`config.mk`:
```
export PLATFORM = sky130hd
export DESIGN_NAME = alu_issue_stage
export DESIGN_NICKNAME = d
export VERILOG_FILES = /design/src/rtl/alu_issue_stage.sv
export SDC_FILE = /design/constraint.sdc
export NUM_CORES = 1
export LEC_CHECK = 0
export ABC_AREA = 1
export CORE_MARGIN = 4
export CORE_UTILIZATION = 44
export CTS_BUF_LIST = sky130_fd_sc_hd__clkbuf_2 sky130_fd_sc_hd__clkbuf_4 sky130_fd_sc_hd__clkbuf_8
export CTS_CLUSTER_SIZE = 10
export DETAILED_ROUTE_END_ITERATION = 8
export GPL_TIMING_DRIVEN = 0
export PLACE_DENSITY = 0.91
export SKIP_CTS_REPAIR_TIMING = 1
export SLEW_MARGIN = 0
export SYNTH_ARGS = -nofsm -noshare
export SYNTH_HDL_FRONTEND = slang
export SYNTH_SLANG_ARGS = --single-unit
```
`constraint.sdc`:
```
create_clock -name clk -period 1.6 [get_ports clk]
set_input_delay 0.16 -clock clk [delete_from_list [all_inputs] [get_ports clk]]
set_output_delay 0.16 -clock clk [all_outputs]
set_load 0.01 [all_outputs]
```
`src/rtl/alu_issue_stage.sv`:
```
// rtl/alu_issue_stage.sv - ID/EX issue register feeding the execute ALU
//
// Purpose: accepts one decoded instruction per cycle and resolves EX/MEM and
// MEM/WB operand forwarding at the input. It decodes the 4-bit ALU control and
// registers operands, control, rd and store data behind a valid/ready handshake.
// A flush kills the held entry and drops any instruction arriving with it.
//
// Optional feature macro: ALU_ISSUE_PERF_EN adds the parameter CNT_W and the
// saturating issue_count / stall_count output ports.
//
// Ports:
//   clk, reset_n                     clock, asynchronous active-low reset
//   in_valid / in_ready              decode-side handshake
//   rs1_data, rs2_data, imm          register-file reads, sign-extended immediate
//   rs1_addr, rs2_addr, rd_addr      source and destination indices
//   alu_src, alu_op, funct3, funct7_b5  ALU control decode inputs
//   exmem_reg_write/rd/result        EX/MEM forwarding source
//   memwb_reg_write/rd/result        MEM/WB forwarding source
//   flush                            kill held or arriving instruction
//   out_valid / out_ready            ALU-side handshake
//   first_operand, second_operand    registered ALU operands
//   alu_control                      registered ALU control code
//   out_rd, out_store_data           registered rd and forwarded rs2 value
//   decode_err                       unsupported funct3 under alu_op=10
//   issue_count, stall_count         performance counters (ALU_ISSUE_PERF_EN)

module alu_issue_stage #(
   parameter int DATA_W     = 32,
   parameter int REG_ADDR_W = 5
`ifdef ALU_ISSUE_PERF_EN
   ,
   parameter int CNT_W      = 16
`endif
) (
   input  logic                  clk,
   input  logic                  reset_n,
   input  logic                  in_valid,
   output logic                  in_ready,
   input  logic [DATA_W-1:0]     rs1_data,
   input  logic [DATA_W-1:0]     rs2_data,
   input  logic [DATA_W-1:0]     imm,
   input  logic [REG_ADDR_W-1:0] rs1_addr,
   input  logic [REG_ADDR_W-1:0] rs2_addr,
   input  logic [REG_ADDR_W-1:0] rd_addr,
   input  logic                  alu_src,
   input  logic [1:0]            alu_op,
   input  logic [2:0]            funct3,
   input  logic                  funct7_b5,
   input  logic                  exmem_reg_write,
   input  logic [REG_ADDR_W-1:0] exmem_rd,
   input  logic [DATA_W-1:0]     exmem_result,
   input  logic                  memwb_reg_write,
   input  logic [REG_ADDR_W-1:0] memwb_rd,
   input  logic [DATA_W-1:0]     memwb_result,
   input  logic                  flush,
   output logic                  out_valid,
   input  logic                  out_ready,
   output logic [DATA_W-1:0]     first_operand,
   output logic [DATA_W-1:0]     second_operand,
   output logic [3:0]            alu_control,
   output logic [REG_ADDR_W-1:0] out_rd,
   output logic [DATA_W-1:0]     out_store_data,
   output logic                  decode_err
`ifdef ALU_ISSUE_PERF_EN
   ,
   output logic [CNT_W-1:0]      issue_count,
   output logic [CNT_W-1:0]      stall_count
`endif
);

   localparam logic [3:0] CTL_AND = 4'b0000;
   localparam logic [3:0] CTL_OR  = 4'b0001;
   localparam logic [3:0] CTL_ADD = 4'b0010;
   localparam logic [3:0] CTL_SUB = 4'b0110;
   localparam logic [3:0] CTL_NOR = 4'b1100;

   logic                  valid_q, valid_d;
   logic [DATA_W-1:0]     op_a_q, op_a_d;
   logic [DATA_W-1:0]     op_b_q, op_b_d;
   logic [DATA_W-1:0]     store_q, store_d;
   logic [3:0]            ctl_q, ctl_d;
   logic [REG_ADDR_W-1:0] rd_q, rd_d;
   logic                  err_q, err_d;

   logic                  load;
   logic [DATA_W-1:0]     fwd_rs1, fwd_rs2;
   logic [3:0]            ctl_dec;
   logic                  err_dec;

   assign in_ready = ~valid_q | out_ready | flush;
   // Flush wins over load: an instruction arriving with flush is accepted and dropped.
   assign load     = in_valid & in_ready & ~flush;

   // EX/MEM is the younger producer, so it takes priority; x0 is never forwarded.
   always_comb begin
      fwd_rs1 = rs1_data;
      if (exmem_reg_write && (exmem_rd == rs1_addr) && (rs1_addr != '0))
         fwd_rs1 = exmem_result;
      else if (memwb_reg_write && (memwb_rd == rs1_addr) && (rs1_addr != '0))
         fwd_rs1 = memwb_result;
   end

   always_comb begin
      fwd_rs2 = rs2_data;
      if (exmem_reg_write && (exmem_rd == rs2_addr) && (rs2_addr != '0))
         fwd_rs2 = exmem_result;
      else if (memwb_reg_write && (memwb_rd == rs2_addr) && (rs2_addr != '0))
         fwd_rs2 = memwb_result;
   end

   // funct7 bit 30 only means SUB for register-register forms; ADDI may carry it set.
   always_comb begin
      ctl_dec = CTL_ADD;
      err_dec = 1'b0;
      unique case (alu_op)
         2'b00: ctl_dec = CTL_ADD;
         2'b01: ctl_dec = CTL_SUB;
         2'b11: ctl_dec = CTL_NOR;
         2'b10: begin
            unique case (funct3)
               3'b000:  ctl_dec = (funct7_b5 & ~alu_src) ? CTL_SUB : CTL_ADD;
               3'b111:  ctl_dec = CTL_AND;
               3'b110:  ctl_dec = CTL_OR;
               default: begin
                  ctl_dec = CTL_ADD;
                  err_dec = 1'b1;
               end
            endcase
         end
         default: ctl_dec = CTL_ADD;
      endcase
   end

   always_comb begin
      valid_d = valid_q;
      op_a_d  = op_a_q;
      op_b_d  = op_b_q;
      store_d = store_q;
      ctl_d   = ctl_q;
      rd_d    = rd_q;
      err_d   = err_q;
      if (flush)
         valid_d = 1'b0;
      else if (load)
         valid_d = 1'b1;
      else if (out_ready)
         valid_d = 1'b0;
      // Data registers only change on load, so a drained entry keeps its values.
      if (load) begin
         op_a_d  = fwd_rs1;
         op_b_d  = alu_src ? imm : fwd_rs2;
         store_d = fwd_rs2;
         ctl_d   = ctl_dec;
         rd_d    = rd_addr;
         err_d   = err_dec;
      end
   end

   always_ff @(posedge clk or negedge reset_n) begin
      if (!reset_n) begin
         valid_q <= 1'b0;
         op_a_q  <= '0;
         op_b_q  <= '0;
         store_q <= '0;
         ctl_q   <= '0;
         rd_q    <= '0;
         err_q   <= 1'b0;
      end else begin
         valid_q <= valid_d;
         op_a_q  <= op_a_d;
         op_b_q  <= op_b_d;
         store_q <= store_d;
         ctl_q   <= ctl_d;
         rd_q    <= rd_d;
         err_q   <= err_d;
      end
   end

   assign out_valid      = valid_q;
   assign first_operand  = op_a_q;
   assign second_operand = op_b_q;
   assign alu_control    = ctl_q;
   assign out_rd         = rd_q;
   assign out_store_data = store_q;
   // The error flag belongs to the held entry; hide it once that entry drains.
   assign decode_err     = err_q & valid_q;

`ifdef ALU_ISSUE_PERF_EN
   logic [CNT_W-1:0] issue_cnt_q, issue_cnt_d;
   logic [CNT_W-1:0] stall_cnt_q, stall_cnt_d;

   always_comb begin
      issue_cnt_d = issue_cnt_q;
      stall_cnt_d = stall_cnt_q;
      if (flush) begin
         issue_cnt_d = '0;
         stall_cnt_d = '0;
      end else begin
         if (valid_q && out_ready && (issue_cnt_q != '1))
            issue_cnt_d = issue_cnt_q + 1'b1;
         if (valid_q && !out_ready && (stall_cnt_q != '1))
            stall_cnt_d = stall_cnt_q + 1'b1;
      end
   end

   always_ff @(posedge clk or negedge reset_n) begin
      if (!reset_n) begin
         issue_cnt_q <= '0;
         stall_cnt_q <= '0;
      end else begin
         issue_cnt_q <= issue_cnt_d;
         stall_cnt_q <= stall_cnt_d;
      end
   end

   assign issue_count = issue_cnt_q;
   assign stall_count = stall_cnt_q;
`endif

endmodule

```
==> results list <==
- In this run the static leakage power is about 5.9 nW.
- STA classifies the critical path endpoint as a flip-flop.
* Vias in the first global route: just over 8000
- Clock skew after layout: 0.0135 ns
- For the worst setup path, the data arrival time is ~1.8 ns.
- Setup slack at placement: -0.653 ns
- Residual DRC count: 0
- For this run, global-route usage on met2 was measured as 51.5%.
* Top-area cell type share of the netlist area: between 30 and 40%
* Total I/O pin count: between 300 and 400
- Ranking of synthesized cells by instance count: nand2_1 (345), nand3_1 (201), inv_1 (145), dfrtp_1 (107), nor2_1 (102)
- Fin util: between 70% and 80%
- Hold is met by 0.278 ns.
- In this run the critical register-to-register path is launched from out_valid.
- The initial antenna violation count was 1.
* Number of DRC violations after detailed-routing iteration 0: approximately 480
- Number of nets in the layout: 1595
- Area grow syn2layout: 56.7%
- IR analysis of the VDD net gives a maximum drop of around 600 uV.
- Number of sinks driven by the clock tree: between 100 and 150
- Highest fanout seen on the critical path: 10
- Once layout is complete, the cells apart from fillers number between 1500 and 2000.
* Total count of hold-check failures in the final report: 0
* Cell class contributing the biggest share of worst-path delay: simple AND/OR/NAND/NOR gates
- The routed layout has around 8300 vias.
- Buffer type at the clock tree root: clkbuf_8
* Final Max Slew Viols: 0
- Synthesis produced 1067 cells.
* Die width: 135 um
- Traced cell by cell, the critical path runs through clkdlybuf4s50_1 > inv_1 > nand2_1 > nand4_1 > nor2_4 > nand2_4 > buf_6 > nand3_1 > nand3_1 > nand2_1 > nand2_1.
- The number of clock buffers added by TritonCTS is 9.
* Met3 Resource Use GR: under 10%
- STA classifies the critical path startpoint as an input pin.
* Clock-pin slew on the worst setup and hold paths: between 0.1 and 0.15 ns
* Combined area of all synthesized cells: ~0.007 mm2
- The initialized floorplan defines 46 standard-cell rows.
- Number of levels the H-tree was split into: 3
* Proportion of synthesized chip area in sequential cells: 37.7%
- In this run the tool buffered the top-level ports with between 300 and 400 buffer cells.
* Area of the multi-input gates: 0.00359 mm2
- Required @ worst endpoint: between 1.5 and 2 ns
- Ranking of synthesized cells by area: dfrtp_1 (38%), nand2_1 (18%), nand3_1 (14%)
* Met1 track utilization from global routing: 35.5%
- Biggest area consumer among synthesized cells: dfrtp_1
- Final min period: around 1.5 ns
* Initial Utilization: roughly 45%
- The clock passes through at most 2 buffers.
- Detailed placement finished with a half-perimeter wire length of approximately 22 mm.
- Flip-flop and latch count after synthesis: around 110
- The synthesized design contains 0 enable-type register cells.
- For this design the ratio of total power to cell area is about 760 mW/mm2.
- Most used cell along the critical path: nand2_1
- For this run, the number of Yosys warnings is 0.
- Count of distinct cell types in the synthesized netlist: 31
- The floorplan step defined a core boundary enclosing approximately 0.016 mm2.
* Critical Setup Path Class: input pin to flip-flop
- In this run the remaining antenna-violating nets after routing total 0.
* Unrepaired setup endpoints after global routing: true
- Final setup violating endpoints: 0
- Summing all flip-flop and latch instances after layout gives approximately 0.0027 mm2.
- The worst path uses between 90% and 100% of the clock period.
- The later pin in the worst-skew pair is clocked with a latency of a little under 0.4 ns.
- For this run, the detailed router's first-pass iteration total came to 5.
- After global routing the overflow that remains totals 0.
- After synthesis, the share of flip-flops with an asynchronous set or reset is 100%.
- Dividing the detail-routed wire length by the instance count gives 17.5 um.
* Routability congestion estimate from global placement: ~0.94
- Setup crit start: exmem_rd[4]
* TritonCTS clock tree: built
- Instance count after placement with tap cells included: 1590
- Final worst setup slack: 0.0629 ns
* Largest net degree at the start of global routing: 58
* Layout cells sized above 1: a little under an eighth
- First-pass GRT wire length: about 42 mm
* Maximum clock frequency: around 650 MHz
- The floorplan step defined a die boundary enclosing ~0.018 mm2.
- Tot GR Track Use: between 20% and 30%
* Most common cell in the netlist: nand2_1
- A synthesized cell averages approximately 6.7 um2.
- The tool flagged a number of max-cap violations equal to 0.
- Measured against its own limit, the worst slew margin works out to a little under half.
- Post-synth net total: about 1300
* Detailed-route vias per instance: 5.15
* Hold path startpoint: rd_addr[2]
- Slowest-stage cell, CP: clkdlybuf4s50_1
- Together, buffers and inverters on the worst path number 3.
- Global-route layer with the greatest usage: met2
- Y dimension of the die: 135 um
- Fill cells in the final layout number between 1000 and 1500.
- In this design, the stage delay of the slowest critical-path cell is between 0.5 and 0.6 ns.
- Worst-Margin Slew: 0.801 ns
* Final WL: 28.3 mm
* Result of the run: finished clean
* Min-Delay Path Class: input pin to flip-flop
- Top FF cell, synth: dfrtp_1
layout by cell type, fill, tap and decap left out, types with 3 or more instances in the layout:
cell and count:
clkbuf_2 9, dfrtp_1 107, buf_6 24, clkbuf_1 3, inv_1 143, nand2_4 3, nand3_2 49, buf_2 10
inv_2 8, clkbuf_8 12, clkdlybuf4s50_1 287, buf_4 16, o21ai_0 3, buf_12 3, nor2_4 8, a31oi_1 32
nor2_1 102, xnor2_1 3, dlymetal6s2s_1 18, nand2_1 344, nand3_1 184, clkbuf_4 6
worst register-to-register path, cell delays in order, from the launching register on:
cell,delay (ns)
dfrtp_1,0.42
nand3b_1,0.15
nand3_2,0.12
inv_2,0.12
buf_6,0.17
clkbuf_4,0.22
nor2_1,0.08
a31oi_1,0.18
final timing paths:
kind                                      end  slack, ns  cells past startpoint
max                        second_operand[11]       0.06                     11
min reg2reg                 first_operand[31]       0.48                      2
max in group asynchronous   first_operand[22]       0.45                      3
max reg2reg                out_store_data[28]       0.07                      7
min in group asynchronous    first_operand[6]       0.40                      2
min                                 out_rd[2]       0.28                      3
sequential cells by signal, summed over array words and instances (netlist names):
register,count
out_valid,1
first_operand,32
err_q,1
out_rd,5
out_store_data,32
alu_control,4
second_operand,32
logic make-up after synthesis:
group,after synthesis,share of synthesized area (%)
simple gates,698,44.4
compound gates,40,3.55
buf+inv,217,13.8
xor+xnor,5,0.616
flops,107,37.7
metrics by stage:
stage / TNS [ns] / area, um2 / power [mW]
3_5_place_dp: -51.17 / 10500 / 6.37
2_1_floorplan: 0 / 7110 / 4.54
4_1_cts: -13.80 / 10700 / 8.31
6_report: 0 / 11100 / 8.43
3_3_place_gp: -458.78 / 10400 / 6.29
5_1_grt: -0.125 / 11100 / 8.79
per-layer routing:
layer,routed length [um],up-vias
met4,1060,0
li1,-,3995
met3,2230,66
met2,13900,404
met5,0,-
met1,11100,3876
power breakdown:
group | internal, mW | switching, mW | leakage, nW
clock network | 0.940 | 1.05 | 0.114
registers | 3.11 | 0.243 | 1.28
logic | 1.61 | 1.47 | 4.51
cell type report:
type | instances | area share, %
Timing Repair Buffer | 321 | 29.5
Multi-Input combinational cell | 743 | 32.2
Sequential cell | 107 | 24.0
Buffer | 63 | 4.64
Inverter | 151 | 5.09
Tap cell | 216 | 2.43
Clock inverter | 6 | 0.842
Clock buffer | 10 | 1.24
Antenna cell | 2 | 0.0449
Note: power is estimated with default switching activity, not from simulation.
